<file path="config.mk">
export PLATFORM = sky130hd
export DESIGN_NAME = linear_interp_upsampler
export DESIGN_NICKNAME = d
export VERILOG_FILES = /design/src/rtl/linear_interp_upsampler.sv
export SDC_FILE = /design/constraint.sdc
export NUM_CORES = 1
export LEC_CHECK = 0
export ABC_AREA = 1
export CORE_MARGIN = 3
export CORE_UTILIZATION = 60
export DETAILED_ROUTE_END_ITERATION = 10
export DONT_BUFFER_PORTS = 1
export PLACE_DENSITY = 0.73
export REMOVE_ABC_BUFFERS = 1
export SETUP_SLACK_MARGIN = 0.15
export SLEW_MARGIN = 20
export SYNTH_ARGS = -nofsm -noshare
export SYNTH_HDL_FRONTEND = slang
export SYNTH_SLANG_ARGS = --single-unit
</file>
<file path="constraint.sdc">
create_clock -name clk -period 4.6 [get_ports clk]
set_input_delay 1.38 -clock clk [delete_from_list [all_inputs] [get_ports clk]]
set_output_delay 1.38 -clock clk [all_outputs]
set_load 0.03 [all_outputs]
</file>
<file path="src/rtl/linear_interp_upsampler.sv">
// Linear-interpolating upsampler: expands a stream of unsigned samples by
// 2**FACTOR_LOG2, emitting FACTOR evenly spaced points from each held sample
// toward the next accepted one. A flush emits the held sample once and idles.
module linear_interp_upsampler #(
  parameter int DATA_W      = 8,
  parameter int FACTOR_LOG2 = 2
) (
  input  logic              clk,
  input  logic              reset,
  input  logic              in_valid,
  output logic              in_ready,
  input  logic [DATA_W-1:0] in_data,
  input  logic              flush,
  output logic              out_valid,
  input  logic              out_ready,
  output logic [DATA_W-1:0] out_data
);

  // Width of the signed product (cur - prev) * k.
  localparam int PW = DATA_W + 1 + FACTOR_LOG2;

  typedef enum logic [1:0] {
    IDLE,
    PRIMED,
    EMIT,
    FLUSH
  } state_t;

  state_t                 state, state_nx;
  logic [DATA_W-1:0]      prev, prev_nx;
  logic [DATA_W-1:0]      cur, cur_nx;
  logic [FACTOR_LOG2-1:0] k, k_nx;
  logic [FACTOR_LOG2-1:0] k_inc;
  logic                   out_valid_nx;
  logic [DATA_W-1:0]      out_data_nx;
  logic                   accept;
  logic                   handshake;

  // prev + floor((cur - prev) * k / FACTOR); the result always stays between
  // prev and cur, so truncation back to DATA_W never wraps.
  function automatic logic [DATA_W-1:0] interp(
    input logic [DATA_W-1:0]      p,
    input logic [DATA_W-1:0]      c,
    input logic [FACTOR_LOG2-1:0] kk
  );
    logic signed [PW-1:0] pe;
    logic signed [PW-1:0] ce;
    logic signed [PW-1:0] ke;
    logic signed [PW-1:0] prod;
    pe   = signed'({{(FACTOR_LOG2 + 1){1'b0}}, p});
    ce   = signed'({{(FACTOR_LOG2 + 1){1'b0}}, c});
    ke   = signed'({{(DATA_W + 1){1'b0}}, kk});
    prod = (ce - pe) * ke;
    return DATA_W'(pe + (prod >>> FACTOR_LOG2));
  endfunction

  // Input side is open only while no output run is in progress, and never in reset.
  always_comb begin
    in_ready = !reset && ((state == IDLE) || (state == PRIMED));
  end

  // Next-state and next-register computation for the interpolation FSM.
  always_comb begin
    state_nx     = state;
    prev_nx      = prev;
    cur_nx       = cur;
    k_nx         = k;
    out_valid_nx = out_valid;
    out_data_nx  = out_data;
    accept       = in_valid && in_ready;
    handshake    = out_valid && out_ready;
    k_inc        = k + 1'b1;

    case (state)
      IDLE: begin
        if (accept) begin
          prev_nx  = in_data;
          state_nx = PRIMED;
        end
      end

      PRIMED: begin
        if (accept) begin
          cur_nx       = in_data;
          k_nx         = '0;
          out_data_nx  = prev;
          out_valid_nx = 1'b1;
          state_nx     = EMIT;
        end else if (flush) begin
          out_data_nx  = prev;
          out_valid_nx = 1'b1;
          state_nx     = FLUSH;
        end
      end

      EMIT: begin
        if (handshake) begin
          if (k == '1) begin
            prev_nx      = cur;
            out_valid_nx = 1'b0;
            state_nx     = PRIMED;
          end else begin
            k_nx        = k_inc;
            out_data_nx = interp(prev, cur, k_inc);
          end
        end
      end

      FLUSH: begin
        if (handshake) begin
          out_valid_nx = 1'b0;
          state_nx     = IDLE;
        end
      end

      default: begin
        state_nx     = IDLE;
        out_valid_nx = 1'b0;
      end
    endcase
  end

  // State and datapath registers; reset clears everything and drops out_valid at once.
  always_ff @(posedge clk or posedge reset) begin
    if (reset) begin
      state     <= IDLE;
      prev      <= '0;
      cur       <= '0;
      k         <= '0;
      out_valid <= 1'b0;
      out_data  <= '0;
    end else begin
      state     <= state_nx;
      prev      <= prev_nx;
      cur       <= cur_nx;
      k         <= k_nx;
      out_valid <= out_valid_nx;
      out_data  <= out_data_nx;
    end
  end

endmodule

</file>
---- Yosys cells after proc, flatten, opt, wreduce, memory -nomap -nowiden ----
Cells that the tools add are included.
word-level totals
  bits in registers ....................... 29
  input bits .............................. 13
  output and inout port bits .............. 10
  word-level logic and storage cells ...... 62
operators by class
  equality and inequality tests ........... 11
  muxes and demuxes ....................... 26
  reduce and logical (&&, ||, !) cells .... 15
  add/subtract/negate cells ............... 3
  multiply operators ...................... 1
operators by type and width
  cell                   number
  $mux W8                7
  $pmux W8 S2            2
  $mux W2                9
  $ne A2 B2 Y1 const B   6
  $reduce_and A4 Y1      3
  $mul A9 B3 Y10         1
  $reduce_and A5 Y1      2
  $sub A8 B8 Y9          1
  $add A8 B8 Y8          1
  $pmux W2 S4            1
  $eq A2 B2 Y1 const B   3
  $mux W1                5
  $pmux W2 S2            1
  $reduce_bool A2 Y1     2
  $logic_and A1 B1 Y1    3
  $ne A3 B3 Y1 const B   1
  $pmux W1 S3            1
  $reduce_bool A3 Y1     1
  $add A2 B1 Y2 const B  1
  $eq A2 B1 Y1 const B   1
  $logic_not A2 Y1       1
  $reduce_and A2 Y1      1
  $logic_not A1 Y1       1
  $logic_or A1 B1 Y1     1

---- Logic depth before layout (Yosys ltp) ----
  word-level depth ........................ 6
  gate-level depth with buffers ........... 27
  mapped depth without buffers ............ 27

---- Worst setup path before layout ----
OpenSTA, ideal clock, no wires.
  path kind ............................... flip-flop to flip-flop
  start point ............................. register prev[2]
  end point ............................... register out_data[7]
  library setup time ...................... 0.117 ns
  slack ................................... 0.685 ns
  arrival time ............................ 3.797 ns
  stages on the path, launching flop included .. 25
  buffers on the path ..................... 0
  data required time ...................... 4.483 ns
  clock period less this slack ............ 3.915 ns
  cells stage by stage .................... dfrtp_1 > inv_1 > ha_1 > a21oi_1 > o21ai_0 > nand2_1 > nand2_1 > a21oi_1 > xor2_1 > nor2_1 > ha_1 > ha_1 > a21oi_1 > o21ai_0 > a21o_1 > a21oi_1 > xnor2_1 > ha_1 > a21oi_1 > o21ai_0 > a21o_1 > nand3_1 > nand4_1 > nand3_1 > nand2_1
on the way
  word-level cells in the longest chain between the ends .. 6
RTL lines
  element                 RTL line  text
  from (decl)             30        logic [DATA_W-1:0] prev, prev_nx;
  from (signal assigned)  134       prev <= prev_nx;
  $sub A8 B8 Y9           53        prod = (ce - pe) * ke;
  $mul A9 B3 Y10          53
  $add A8 B8 Y8 *         54        return DATA_W'(pe + (prod >>> FACTOR_LOG2));
  $mux W8 *               98        if (k == '1) begin
  $mux W8 *               97        if (handshake) begin
  $pmux W8 S2 *           74        case (state)
  to (signal assigned)    138       out_data <= out_data_nx;
  to (decl)               16        output logic [DATA_W-1:0] out_data
Every way passes the cells marked *; elsewhere a longest branch is shown, timed or not. The select of a mux whose other input is x is not followed.
A chain may end at the register's enable or synchronous reset.

---- Worst setup path after layout ----
  start point ............................. register prev[0]
  end point ............................... register out_data[6]
The elaborated chain is that of the path after synthesis.

==> results.tsv <==
metric	value	unit
status	finished clean	
start_kind	flip-flop	
crit_path_frequent_cell	nand2_1	
cap_viol_max_count	0	
hold_ws	0.4890	ns
synth_compound_gate_area_share	0.1658	
drt_wl_total	5022	µm
setup_ws	0.4306	ns
synth_top_cell_by_area	dfrtp_1	
root_buffer	clkbuf_8	
pre_cts_ws	0.3300	ns
dr.pass1.iters	4	
startpoint	prev[0]	
ir_worst_vdd	161.7	µV
synth_fa_ha_area_frac	0.1838	
dr.first_iter.drc_count	102	
final_common_cell	nand2_1	
nets	370	
crit_fanout	5	
crit_path_top_delay_cell	dfrtp_1	
power_density	179.9	nW/µm²
leakage	1.361	nW
synth_top_family_by_area	simple AND/OR/NAND/NOR gates	
worst_pin_slew	0.8537	ns
endpoint_kind	flip-flop	
drv_slew	0	
hpwl	3869	µm
cts_inserted_buffers	5	
drive_gt1_frac	0.1019	
hp-start	k[1]	
synthXorXnorAreaFrac	0.05390	
grt_start_max_net_pins	23	
stdcell_count	372	
worstPathCellList	ha_1 > fa_1 > inv_1 > nand2_1 > nand2_1 > nand2_1 > xor2_2 > nor2_1 > ha_1 > ha_1 > a21oi_1 > nand2_1 > xor2_1 > ha_1 > nand2_1 > nand2_1 > a31oi_2 > nor2_1 > nor2_1 > o21bai_1 > xor2_1 > o21ai_1 > nand2_1	
period_needed	4.169	ns
io_buffers	0	
syn_area	2437	µm²
worstSkewPairLatency	0.28	ns
cp.required	4.77	ns
cpPeakStageDelay	0.42	ns
clock-sinks	29	
htree_levels	2	
fin_crit_sh	0.9064	
reg2reg_from	prev[0]	
dp_cells	364	
setup_tns	0	ns
clockBufferDepth	2	
n_antenna_cell	0	
initial_core_util	0.6416	
yosys_warnings	0	
dpl_cell_area	2479	µm²
rrSetupSlack	0.43	ns
worstSetupPathType	reg -> reg	
synth-edff-count	0	
postCtsSetupBuffers	0	
holdBufCountCts	0	
synthMuxAreaShare	0	
cp_num_buf_inv	1	
synthFlopType	dfrtp_1	
num_vias	2058	
globalplace.congestion	0.8492	
final_cell_mix	nand2_1 (75), inv_1 (41), nor2_1 (34)	
grt_pass1_wl	8735	µm
ioPinCount	23	
grt_pass1_vias	1951	
area_growth_syn_to_layout	6.930	%
cp_top_family	adder cells	
ys_types	31	
netlist.area_leader.share	0.2977	
seq_area_frac_synth	0.2977	
ant_nets	0	
rsz0062_at_grt	true	
clkTransAtPathRegs	0.07	ns
maxSlewHeadroom	0.4303	
synth_seq_cells	29	
post-route-util	0.6861	
die_width	69.74	µm
synth.area.top_cells	dfrtp_1 (30%), ha_1 (16%), nand2_1 (12%)	
setup_viol	0	
viasPerCell	5.532	
grtUsageTotal	0.2212	
design.die.area	4863	µm²
synth.avg_cell_area	7.617	µm²
cts_resized	0	
post-route-drc-count	0	
fin_total_pwr	0.4688	mW
wl_per_cell	13.50	µm
hold_class	reg -> reg	
gr-total-overflow	0	
grt_antenna_before_repair	0	
max_freq	239.8	MHz
finalClockSkew	0.005726	ns
async_flop_share	1.000	
critical_path_arrival	4.34	ns
rows	22	
fillers	335	
final_area	2606	µm²
core	3799	µm²
final_hold_viol_count	0	
die_h	69.74	µm
cts_tree	yes	
synthSimpleGateAreaFrac	0.2151	
synthCells	320	
## worst reg2reg max path, cell delays in order (launching register included)
cell and delay (ns):
dfrtp_1 0.42, ha_1 0.25, fa_1 0.41, inv_1 0.08, nand2_1 0.05, nand2_1 0.08
nand2_1 0.10, xor2_2 0.16, nor2_1 0.06, ha_1 0.31, ha_1 0.36, a21oi_1 0.20
nand2_1 0.13, xor2_1 0.16, ha_1 0.35, nand2_1 0.08, nand2_1 0.06, a31oi_2 0.18
nor2_1 0.08, nor2_1 0.11, o21bai_1 0.08, xor2_1 0.14, o21ai_1 0.14, nand2_1 0.06
## worst paths after layout
check	endpoint	cells past startpoint
min in group asynchronous	cur[7]	1
max reg2reg	out_data[6]	23
min reg2reg	k[1]	2
min	k[1]	2
max	out_data[6]	23
max in group asynchronous	out_data[0]	2
## synthesized netlist by cell type (all sizes together) (2+ instances only)
cell	number
a21o	2
a21oi	21
a31oi	4
clkbuf	4
dfrtp	29
fa	3
ha	31
inv	45
nand2	76
nand3	12
nand4	2
nor2	36
o211ai	7
o21ai	25
xnor2	7
xor2	8
## cells by family (layout without fill, tap and decap cells)
logic type / count (synthesis) / count (layout)
AND/OR/NAND/NOR: 128 / 128
AO/OA/AOI/OAI: 63 / 63
buffers and inverters: 51 / 55
adder cells (fa/ha/maj): 34 / 34
flip-flops: 29 / 29
XOR/XNOR: 15 / 15
## cell type report
type,count,area [µm²],share of cell area
Sequential cell,29,725.7,0.2784
Timing Repair Buffer,1,7.507,0.002880
Inverter,46,177.7,0.06817
Clock buffer,6,72.57,0.02784
Tap cell,48,60.06,0.02304
Multi-Input combinational cell,240,1553,0.5958
Clock inverter,2,10.01,0.003841
## per-layer routing
| metal | global-route usage | part of all wire | up-vias |
|---|---|---|---|
| met3 | 0.04058 | 0.050 | 8 |
| met5 | 0 | 0 | - |
| met4 | 0.06383 | 0.014 | 0 |
| met2 | 0.3485 | 0.46 | 52 |
| met1 | 0.3108 | 0.47 | 949 |
| li1 | - | - | 1049 |
## power by group
group          internal, mW  switching [mW]  total [mW]  leakage [nW]
clock network         0.105           0.101       0.206        0.0450
registers             0.255               0       0.255         0.311
logic               0.00159         0.00662     0.00822          1.00
total                 0.361           0.107       0.469          1.36
## registers in the layout (all words and copies together), names as in the netlist
name,count
cur,8
out_valid,1
out_data,8
k,2
prev,8
state,2
Power figures use the tool's default switching activity.
